## src/rtl/reg_dump_reader_if.sv

```systemverilog
// Byte stream from the register dump reader to the debug UART transmitter.
// The master drives data/valid; the slave drives ready.
interface reg_dump_reader_if;
    logic [7:0] tx_data;
    logic       tx_valid;
    logic       tx_ready;

    modport master (output tx_data, output tx_valid, input tx_ready);
    modport slave  (input tx_data, input tx_valid, output tx_ready);
endinterface

```

## src/rtl/reg_dump_reader.sv

```systemverilog
// Walks the register file through its second read-select port and streams every register MSB-first.
// Define REG_DUMP_CHECKSUM_EN to append an 8-bit XOR checksum byte after the last register.
module reg_dump_reader #(
    parameter int NB_DATA = 32,
    parameter int N_REGS  = 32,
    parameter int NB_SEL  = 5
) (
    input  logic               i_clk,
    input  logic               i_rst_n,
    input  logic               i_start,
    output logic [NB_SEL-1:0]  o_rd_sel,
    input  logic [NB_DATA-1:0] i_rd_data,
    reg_dump_reader_if.master  tx,
    output logic               o_busy,
    output logic               o_done
);
    localparam int NB_BYTES = NB_DATA / 8;
    localparam int NB_CNT   = (NB_BYTES > 1) ? $clog2(NB_BYTES) : 1;

    localparam logic [NB_CNT-1:0] LAST_BYTE = NB_CNT'(NB_BYTES - 1);
    localparam logic [NB_SEL-1:0] LAST_REG  = NB_SEL'(N_REGS - 1);

    localparam logic [2:0] IDLE = 3'd0;
    localparam logic [2:0] LOAD = 3'd1;
    localparam logic [2:0] SEND = 3'd2;
`ifdef REG_DUMP_CHECKSUM_EN
    localparam logic [2:0] CSUM = 3'd3;
`endif
    localparam logic [2:0] DONE = 3'd4;

    logic [2:0]         state;
    logic [NB_SEL-1:0]  idx;
    logic [NB_CNT-1:0]  byte_cnt;
    logic [NB_DATA-1:0] shift;
`ifdef REG_DUMP_CHECKSUM_EN
    logic [7:0]         csum;
`endif

    // Index is held in a register so the read select is stable across LOAD.
    assign o_rd_sel = idx;
    assign o_busy   = (state != IDLE);
    assign o_done   = (state == DONE);

    // Valid decodes straight from state so reset drops it asynchronously.
    always_comb begin
        tx.tx_valid = 1'b0;
        tx.tx_data  = '0;
        case (state)
            SEND: begin
                tx.tx_valid = 1'b1;
                tx.tx_data  = shift[NB_DATA-1 -: 8];
            end
`ifdef REG_DUMP_CHECKSUM_EN
            CSUM: begin
                tx.tx_valid = 1'b1;
                tx.tx_data  = csum;
            end
`endif
            default: ;
        endcase
    end

    always_ff @(posedge i_clk or negedge i_rst_n) begin
        if (!i_rst_n) begin
            state    <= IDLE;
            idx      <= '0;
            byte_cnt <= '0;
            shift    <= '0;
`ifdef REG_DUMP_CHECKSUM_EN
            csum     <= '0;
`endif
        end else begin
            case (state)
                IDLE: begin
                    if (i_start) begin
                        idx      <= '0;
                        byte_cnt <= '0;
`ifdef REG_DUMP_CHECKSUM_EN
                        csum     <= '0;
`endif
                        state    <= LOAD;
                    end
                end
                LOAD: begin
                    shift <= i_rd_data;
                    state <= SEND;
                end
                SEND: begin
                    if (tx.tx_ready) begin
                        shift <= shift << 8;
`ifdef REG_DUMP_CHECKSUM_EN
                        csum  <= csum ^ shift[NB_DATA-1 -: 8];
`endif
                        if (byte_cnt == LAST_BYTE) begin
                            byte_cnt <= '0;
                            if (idx == LAST_REG) begin
`ifdef REG_DUMP_CHECKSUM_EN
                                state <= CSUM;
`else
                                state <= DONE;
`endif
                            end else begin
                                idx   <= idx + 1'b1;
                                state <= LOAD;
                            end
                        end else begin
                            byte_cnt <= byte_cnt + 1'b1;
                        end
                    end
                end
`ifdef REG_DUMP_CHECKSUM_EN
                CSUM: begin
                    if (tx.tx_ready) state <= DONE;
                end
`endif
                DONE:    state <= IDLE;
                default: state <= IDLE;
            endcase
        end
    end
endmodule

```

## src/flat_wrapper.sv

```systemverilog
// flat-port wrapper written by rule: the top's interface ports become plain ports
module reg_dump_reader_flat 
#(
    parameter int NB_DATA = 32,
    parameter int N_REGS  = 32,
    parameter int NB_SEL  = 5
)
  (i_clk, i_rst_n, i_start, o_rd_sel, i_rd_data, o_busy, o_done, tx_tx_data, tx_tx_valid, tx_tx_ready);
  reg_dump_reader_if tx_i ();
  input  logic i_clk;
  input  logic i_rst_n;
  input  logic i_start;
  output logic [NB_SEL-1:0] o_rd_sel;
  input  logic [NB_DATA-1:0] i_rd_data;
  output logic o_busy;
  output logic o_done;
  output wire logic [$bits(tx_i.tx_data)-1:0] tx_tx_data;
  output wire logic [$bits(tx_i.tx_valid)-1:0] tx_tx_valid;
  input wire logic [$bits(tx_i.tx_ready)-1:0] tx_tx_ready;
  assign tx_tx_data = tx_i.tx_data;
  assign tx_tx_valid = tx_i.tx_valid;
  assign tx_i.tx_ready = tx_tx_ready;
  reg_dump_reader #(.NB_DATA(NB_DATA), .N_REGS(N_REGS), .NB_SEL(NB_SEL)) u_core (.i_clk(i_clk), .i_rst_n(i_rst_n), .i_start(i_start), .o_rd_sel(o_rd_sel), .i_rd_data(i_rd_data), .tx(tx_i), .o_busy(o_busy), .o_done(o_done));
endmodule
```

## config.mk

```make
export PLATFORM = sky130hd
export DESIGN_NAME = reg_dump_reader_flat
export DESIGN_NICKNAME = d
export VERILOG_FILES = /design/src/rtl/reg_dump_reader_if.sv /design/src/rtl/reg_dump_reader.sv /design/src/flat_wrapper.sv
export SDC_FILE = /design/constraint.sdc
export NUM_CORES = 1
export LEC_CHECK = 0
export ABC_AREA = 1
export BUFFER_PORTS_ARGS = -buffer_cell sky130_fd_sc_hd__buf_2
export CAP_MARGIN = 20
export CORE_MARGIN = 1
export CORE_UTILIZATION = 53
export CTS_CLUSTER_SIZE = 25
export DETAILED_ROUTE_END_ITERATION = 7
export PLACE_DENSITY = 0.88
export SYNTH_ARGS = -nofsm -noshare
export SYNTH_HDL_FRONTEND = slang
export SYNTH_SLANG_ARGS = --single-unit
export TNS_END_PERCENT = 100
```

## constraint.sdc

```tcl
create_clock -name i_clk -period 2.1 [get_ports i_clk]
set_clock_uncertainty 0.05 [all_clocks]
set_input_delay 0.105 -clock i_clk [delete_from_list [all_inputs] [get_ports i_clk]]
set_output_delay 0.105 -clock i_clk [all_outputs]
set_load 0.005 [all_outputs]
```

==> results of run 1 <==
-- through the flow --
stage | area [um2] | worst slack (ns) | total power [mW] | utilization, %
2_1_floorplan | 2110 | 0.465 | 2.35 | -
3_3_place_gp | 2400 | 0.371 | 2.64 | 64.2
3_5_place_dp | 2400 | 0.267 | 2.72 | 64.2
4_1_cts | 2530 | 0.251 | 3.27 | 67.5
5_1_grt | 2530 | 0.102 | 3.58 | 67.5
6_report | 2530 | 0.237 | 3.23 | 67.5
-- repair_timing --
| action | in CTS | in global routing |
|---|---|---|
| hold buffers | 3 | 0 |
| resized for setup | 0 | 0 |
| endpoints found under the hold margin | 16 | 0 |
| setup endpoints to repair | 0 | 0 |
-- cell families (layout without fill, tap and decap cells) --
family          Yosys count  in the layout  share of synthesized area (%)
simple gates            116            116                           22.8
compound gates           59             59                           14.3
buf+inv                  57            110                           11.3
flops                    42             42                           49.9
fa+ha+maj                 3              3                           1.78
-- final timing paths --
path / start / to
worst max-delay path: u_core.o_rd_sel[0]$_DFFE_PN0P_ / u_core.o_rd_sel[2]$_DFFE_PN0P_
worst min-delay path: i_rd_data[7] / u_core.shift[7]$_DFFE_PN0P_
worst max register to register: u_core.o_rd_sel[0]$_DFFE_PN0P_ / u_core.o_rd_sel[2]$_DFFE_PN0P_
worst min register to register: u_core.byte_cnt[1]$_DFFE_PN0P_ / u_core.byte_cnt[1]$_DFFE_PN0P_
max in group asynchronous: i_rst_n / u_core.o_rd_sel[3]$_DFFE_PN0P_
min in group asynchronous: i_rst_n / u_core.state[2]$_DFFE_PN0P_
-- critical path, cell delays in order, from the launching register on --
cell and delay, ns:
dfrtp_1 0.43, ha_1 0.23, nand2_1 0.09, nor2_1 0.05, ha_1 0.19, o21ai_1 0.39
nand2_2 0.17, nand2_1 0.09, nand2_1 0.05
-- layout make-up --
type,instances,area [um2],share of cell area (%)
multi-input cells,178,827,32.7
flip-flops and latches,42,1050,41.6
inverters,43,161,6.39
clock buffers,7,86.3,3.42
clock inverters,1,5.00,0.198
well taps,48,60.1,2.38
repair buffers,59,335,13.3
-- layer usage --
layer,routed length (um),up-vias
li1,-,962
met1,1840,821
met2,1990,60
met3,239,4
met4,51,0
met5,0,-
-- placed cells by master (no fill, tap or decap) --
| master | synthesis | layout |
|---|---|---|
| buf_12 | 0 | 1 |
| buf_2 | 4 | 51 |
| buf_4 | 5 | 4 |
| clkbuf_1 | 4 | 1 |
| clkbuf_8 | 0 | 6 |
| clkinv_2 | 0 | 1 |
| dfrtp_1 | 42 | 42 |
| dlygate4sd3_1 | 0 | 3 |
| ha_1 | 3 | 3 |
| inv_1 | 43 | 43 |
| nand2_1 | 74 | 74 |
| nand2_2 | 2 | 2 |
| nand3_1 | 15 | 15 |
| nand3_2 | 1 | 1 |
| nor2_1 | 19 | 19 |
| nor2_2 | 2 | 2 |
| nor2_4 | 1 | 1 |
| nor3_1 | 2 | 2 |
| o211ai_1 | 1 | 1 |
| o21ai_0 | 55 | 55 |
| o21ai_1 | 2 | 2 |
| o21ai_4 | 0 | 1 |
-- flip-flops by register name (all words and copies together) (netlist names) --
name and cells:
u_core.shift 32, u_core.o_rd_sel 5, u_core.state 3, u_core.byte_cnt 2
-- power groups by stage --
stage / sequential (mW) / clock (mW) / combinational [mW]
after CTS: 1.26 / 0.535 / 1.47
final: 1.26 / 0.519 / 1.46
after detailed placement: 1.27 / 0 / 1.45
after global routing: 1.29 / 0.582 / 1.70
after floorplan: 1.25 / 0 / 1.10
after global placement: 1.25 / 0 / 1.39
==> results.md, run 1 <==
* Vias at 1847
* Crit path max fanout at 6
* Commonest cells post-synth: nand2_1 (74), o21ai_0 (55), inv_1 (43), dfrtp_1 (42), nor2_1 (19)
* Rows at 22
* DR pass1 iterations at 5
* Die area at 4230 um2
* Ant diodes at 0
* Sw frac at 41.0%
* GRT Overall Usage at 22.8%
* Post-placement cell count at 367
* CTS H-Tree Depth at 2
* Syn. warnings at 0
* Grt peak-use layer: met2
* Layout cells sized above 1 at 21.2%
* Count of flip-flops with a built-in enable after synthesis at 0
* Nets at 368
* Post-Route WL at 4.13 mm
* # setup viols final at 0
* LEAKAGE at 1.37 nW
* DRC at 0
* Initial drt markers at 122
* Max_slew headroom at 69.8%
* GR Util met1 at 28.1%
* IO buf count at 51
* Core area at 3740 um2
* Num CTS Buffers at 5
* Post-DP HPWL at 2.88 mm
* Final worst path period share at 88.7%
* GP Congestion at 0.821
* Worst hold path depth at 3
* Syn Inst Count at 277
* Clock transition at path regs at 0.08 ns
* Reg power frac at 38.8%
* R2R Setup Slk at 0.24 ns
* Worst Setup End Kind: register
* Total congestion overflow at 0
* Top-count cell post-synth: nand2_1
* CTS tree: yes
* Post CTS Setup Buffer Count at 0
* Register area share after synthesis at 49.9%
* Setup TNS at 0 ns
* Final Hold Vio Count at 0
* Die X at 65.1 um
* Worst skew pair latency at 0.29 ns
* Chip height at 65.1 um
* Fmax at 537 MHz
* Final min period at 1.86 ns
* Vias in the first global route at 1679
* Share of the synthesized area in the top cell type at 49.9%
* Avg WL per Cell at 10.9 um
* Clk network pwr share at 16.0%
* DRT antenna net count at 0
* Run status: finished, final reports clean
* Non-filler cells, final at 378
* Worst-Margin Slew at 0.450 ns
* FFs w/ async S/R, synth at 100%
* Crit path DAT at 1.98 ns
* Post-synthesis net count at 316
* Synth top area cells: dfrtp_1 (50%), nand2_1 (13%), o21ai_0 (13%), inv_1 (7.7%), nand3_1 (3.6%)
* CTS root buf: clkbuf_8
* Startpoint types: register
* Clock sink count at 42
* Max IR drop VDD at 711 uV
* Initial antenna violation count at 0
* Pint at 1.91 mW
* Crit path required time at 2.22 ns
* Final Max Slew Viols at 0
* Hold_ws at 0.0101 ns
* Area Overhead vs Synth at 19.8%
* Mapped Avg Cell Area at 7.61 um2
* FF+latch count, synth at 42
* Predominant post-synthesis flop cell: dfrtp_1
* Largest net degree at the start of global routing at 57
* Met2 Track Usage GR at 36.8%
* Maxcap violations at 0
* First-pass GRT wire length at 7.19 mm
* Reg2Reg Depth at 8
* Comb pwr share at 45.1%
* Avg Vias per Cell at 4.89
* Switch Pwr at 1.33 mW
* Io pins at 52
* RSZ-0062 raised after global routing: no
* Area leader, netlist: dfrtp_1
* Fill cell count at 337
* Worst hold path type: primary input to register
* Clk buf depth at 2
* Crit Path Class: register to register
* Initial Util at 56.3%
* Pwr per Cell Area at 1280 nW/um2
* Cell Area, Synth at 2110 um2
* GR Util met3 at 6.87%
* Library cells used by synthesis at 19
Power figures use the tool's default switching activity.
==> inputs of run 2 (changes only) <==
Settings changed: PLACE_DENSITY 0.88 to 0.79.
==> run 2 against run 1 <==
Compared with the run above: clock-buffer cell count fell by 1; die area unchanged; sequential share of layout area down 0.59 points; fmax rose by 0.53%; sequential power about the same; combinational power is essentially flat; non-clock buffer count increased by 2; cell count up 0.53%; cell area grew 1.4%; utilization up 0.97 points; sequential cell count unchanged; largest power group unchanged; highest routed layer unchanged.
==> results.md, run 2 (same netlist as run 1, synthesis figures left out) <==
* Worst hold path endpoint: u_core.shift[4]$_DFFE_PN0P_
* Final Max Slew Viols at 0
* Post-DP HPWL at 2.73 mm
* Run status: finished, final reports clean
* Ant diodes at 0
* Clock sink count at 42
* Final min period at 1.85 ns
* Startpoint types: register
* Crit-path most repeated cell: nand2_1
* Area occupied by multi-input gates at 827 um2
* Rows at 22
* DR pass1 iterations at 4
* Area Overhead vs Synth at 21.5%
* Die X at 65.1 um
* Vias in the first global route at 1790
* Crit path DAT at 2.00 ns
* GRT Overall Usage at 22.7%
* Clk buf depth at 2
* Initial drt markers at 111
* Worst-Margin Slew at 0.443 ns
* Initial antenna violation count at 0
* Reg2Reg Depth at 8
* Reg power frac at 38.3%
* Fill cell count at 351
* Setup TNS at 0 ns
* Comb pwr share at 45.3%
* Post-Route WL at 4.01 mm
* Final worst path period share at 88.2%
* DRC at 0
* Total congestion overflow at 0
* Num CTS Buffers at 5
* Pwr per Cell Area at 1270 nW/um2
* Placement Setup Slack at 0.278 ns
* # setup viols final at 0
* RSZ-0062 raised after global routing: no
* Largest net degree at the start of global routing at 57
* DRT antenna net count at 0
* GP Congestion at 0.793
* Max_slew headroom at 70.2%
* Clk network pwr share at 16.5%
* Hold-fix buffers, CTS at 5
* Initial Util at 56.3%
* Final Hold Vio Count at 0
* First-pass GRT wire length at 7.29 mm
* R2R Setup Slk at 0.25 ns
* Clock transition at path regs at 0.08 ns
* LEAKAGE at 1.39 nW
* Commonest non-fill, non-tap cell in the layout: nand2_1
* Nets at 370
* Avg Vias per Cell at 4.79
* Crit path max fanout at 6
* Post_cts resized at 0
* Chip height at 65.1 um
* Fmax at 540 MHz
* Worst Setup End Kind: register
* Sw frac at 41.0%
* Crit path required time at 2.25 ns
* Core area at 3740 um2
* Peak per-stage delay on the critical path at 0.42 ns
* Worst r2r dst: u_core.o_rd_sel[1]$_DFFE_PN0P_
* Worst hold path type: primary input to register
* Critical path cell sequence: ha_1, nand2_1, nor2_1, ha_1, o21ai_1, nand2_2, nand2_1, nand2_1
* Post CTS Setup Buffer Count at 0
* Vias at 1819
* R2R Path Start: u_core.o_rd_sel[0]$_DFFE_PN0P_
* Non-filler cells, final at 380
* CTS root buf: clkbuf_8
* Max reg flops at 32
* Post-placement cell count at 367
* Maxcap violations at 0
* Pint at 1.93 mW
* Worst Path Buf+Inv at 0
* Max IR drop VDD at 774 uV
* Switch Pwr at 1.34 mW
* Most frequent cells in the layout: nand2_1 (74), o21ai_0 (55), buf_2 (51)
* Fin util at 68.4%
* Min-delay src: i_rd_data[4]
* Cell family with the largest share of critical-path delay: simple AND/OR/NAND/NOR gates
* CTS H-Tree Depth at 2
* CTS tree: yes
* Die area at 4230 um2
* Avg WL per Cell at 10.5 um
* Crit Path Class: register to register
* Top reg by flops: u_core.shift
* Worst skew pair latency at 0.30 ns
* Slowest-stage cell, CP: dfrtp_1
* IO buf count at 51
* Io pins at 52
* Worst hold path depth at 3
* Register area at 1050 um2
* Layout cells sized above 1 at 21.4%
* Final WS setup at 0.247 ns
-- run 2: worst max path at each step --
stage | startpoint | endpoint | cells past startpoint
after floorplan | u_core.o_rd_sel[0]$_DFFE_PN0P_ | u_core.o_rd_sel[0]$_DFFE_PN0P_ | 8
after global placement | u_core.o_rd_sel[0]$_DFFE_PN0P_ | u_core.o_rd_sel[2]$_DFFE_PN0P_ | 8
after detailed placement | u_core.o_rd_sel[0]$_DFFE_PN0P_ | u_core.o_rd_sel[1]$_DFFE_PN0P_ | 8
after CTS | u_core.o_rd_sel[0]$_DFFE_PN0P_ | u_core.o_rd_sel[1]$_DFFE_PN0P_ | 8
after global routing | u_core.o_rd_sel[0]$_DFFE_PN0P_ | u_core.o_rd_sel[1]$_DFFE_PN0P_ | 8
final | u_core.o_rd_sel[0]$_DFFE_PN0P_ | u_core.o_rd_sel[1]$_DFFE_PN0P_ | 8
-- run 2: worst register-to-register path, stage by stage, from the launching register on --
cell and delay, ns:
dfrtp_1 0.42, ha_1 0.23, nand2_1 0.10, nor2_1 0.05, ha_1 0.18, o21ai_1 0.38
nand2_2 0.19, nand2_1 0.10, nand2_1 0.05
-- run 2: area by class of cell --
type                    instances  area share, %
flip-flops and latches         42           41.0
multi-input cells             178           32.3
repair buffers                 61           14.4
inverters                      43           6.30
clock buffers                   6           3.22
well taps                      48           2.34
clock inverters                 2          0.488
-- run 2: power by group through the flow --
stage          Combinational [mW]  Clock (mW)  Sequential [mW]
3_5_place_dp                 1.47           0             1.27
5_1_grt                      1.74       0.586             1.28
3_3_place_gp                 1.43           0             1.25
2_1_floorplan                1.10           0             1.25
6_report                     1.48       0.538             1.25
4_1_cts                      1.49       0.554             1.25
-- run 2: metrics by stage --
step | hold WS [ns] | area (um2) | total power, mW
final | 0.00733 | 2560 | 3.27
after global routing | 0.0194 | 2560 | 3.61
after CTS | 0.000490 | 2560 | 3.30
after detailed placement | -0.0495 | 2420 | 2.74
after global placement | -0.0480 | 2420 | 2.68
after floorplan | -0.241 | 2110 | 2.35
-- run 2: routing by layer --
metal | up-vias | routed length, um | track usage [%]
li1 | 971 | - | -
met1 | 791 | 1910 | 29.4
met2 | 51 | 1850 | 36.6
met3 | 6 | 182 | 5.46
met4 | 0 | 60 | 8.97
met5 | - | 0 | 0
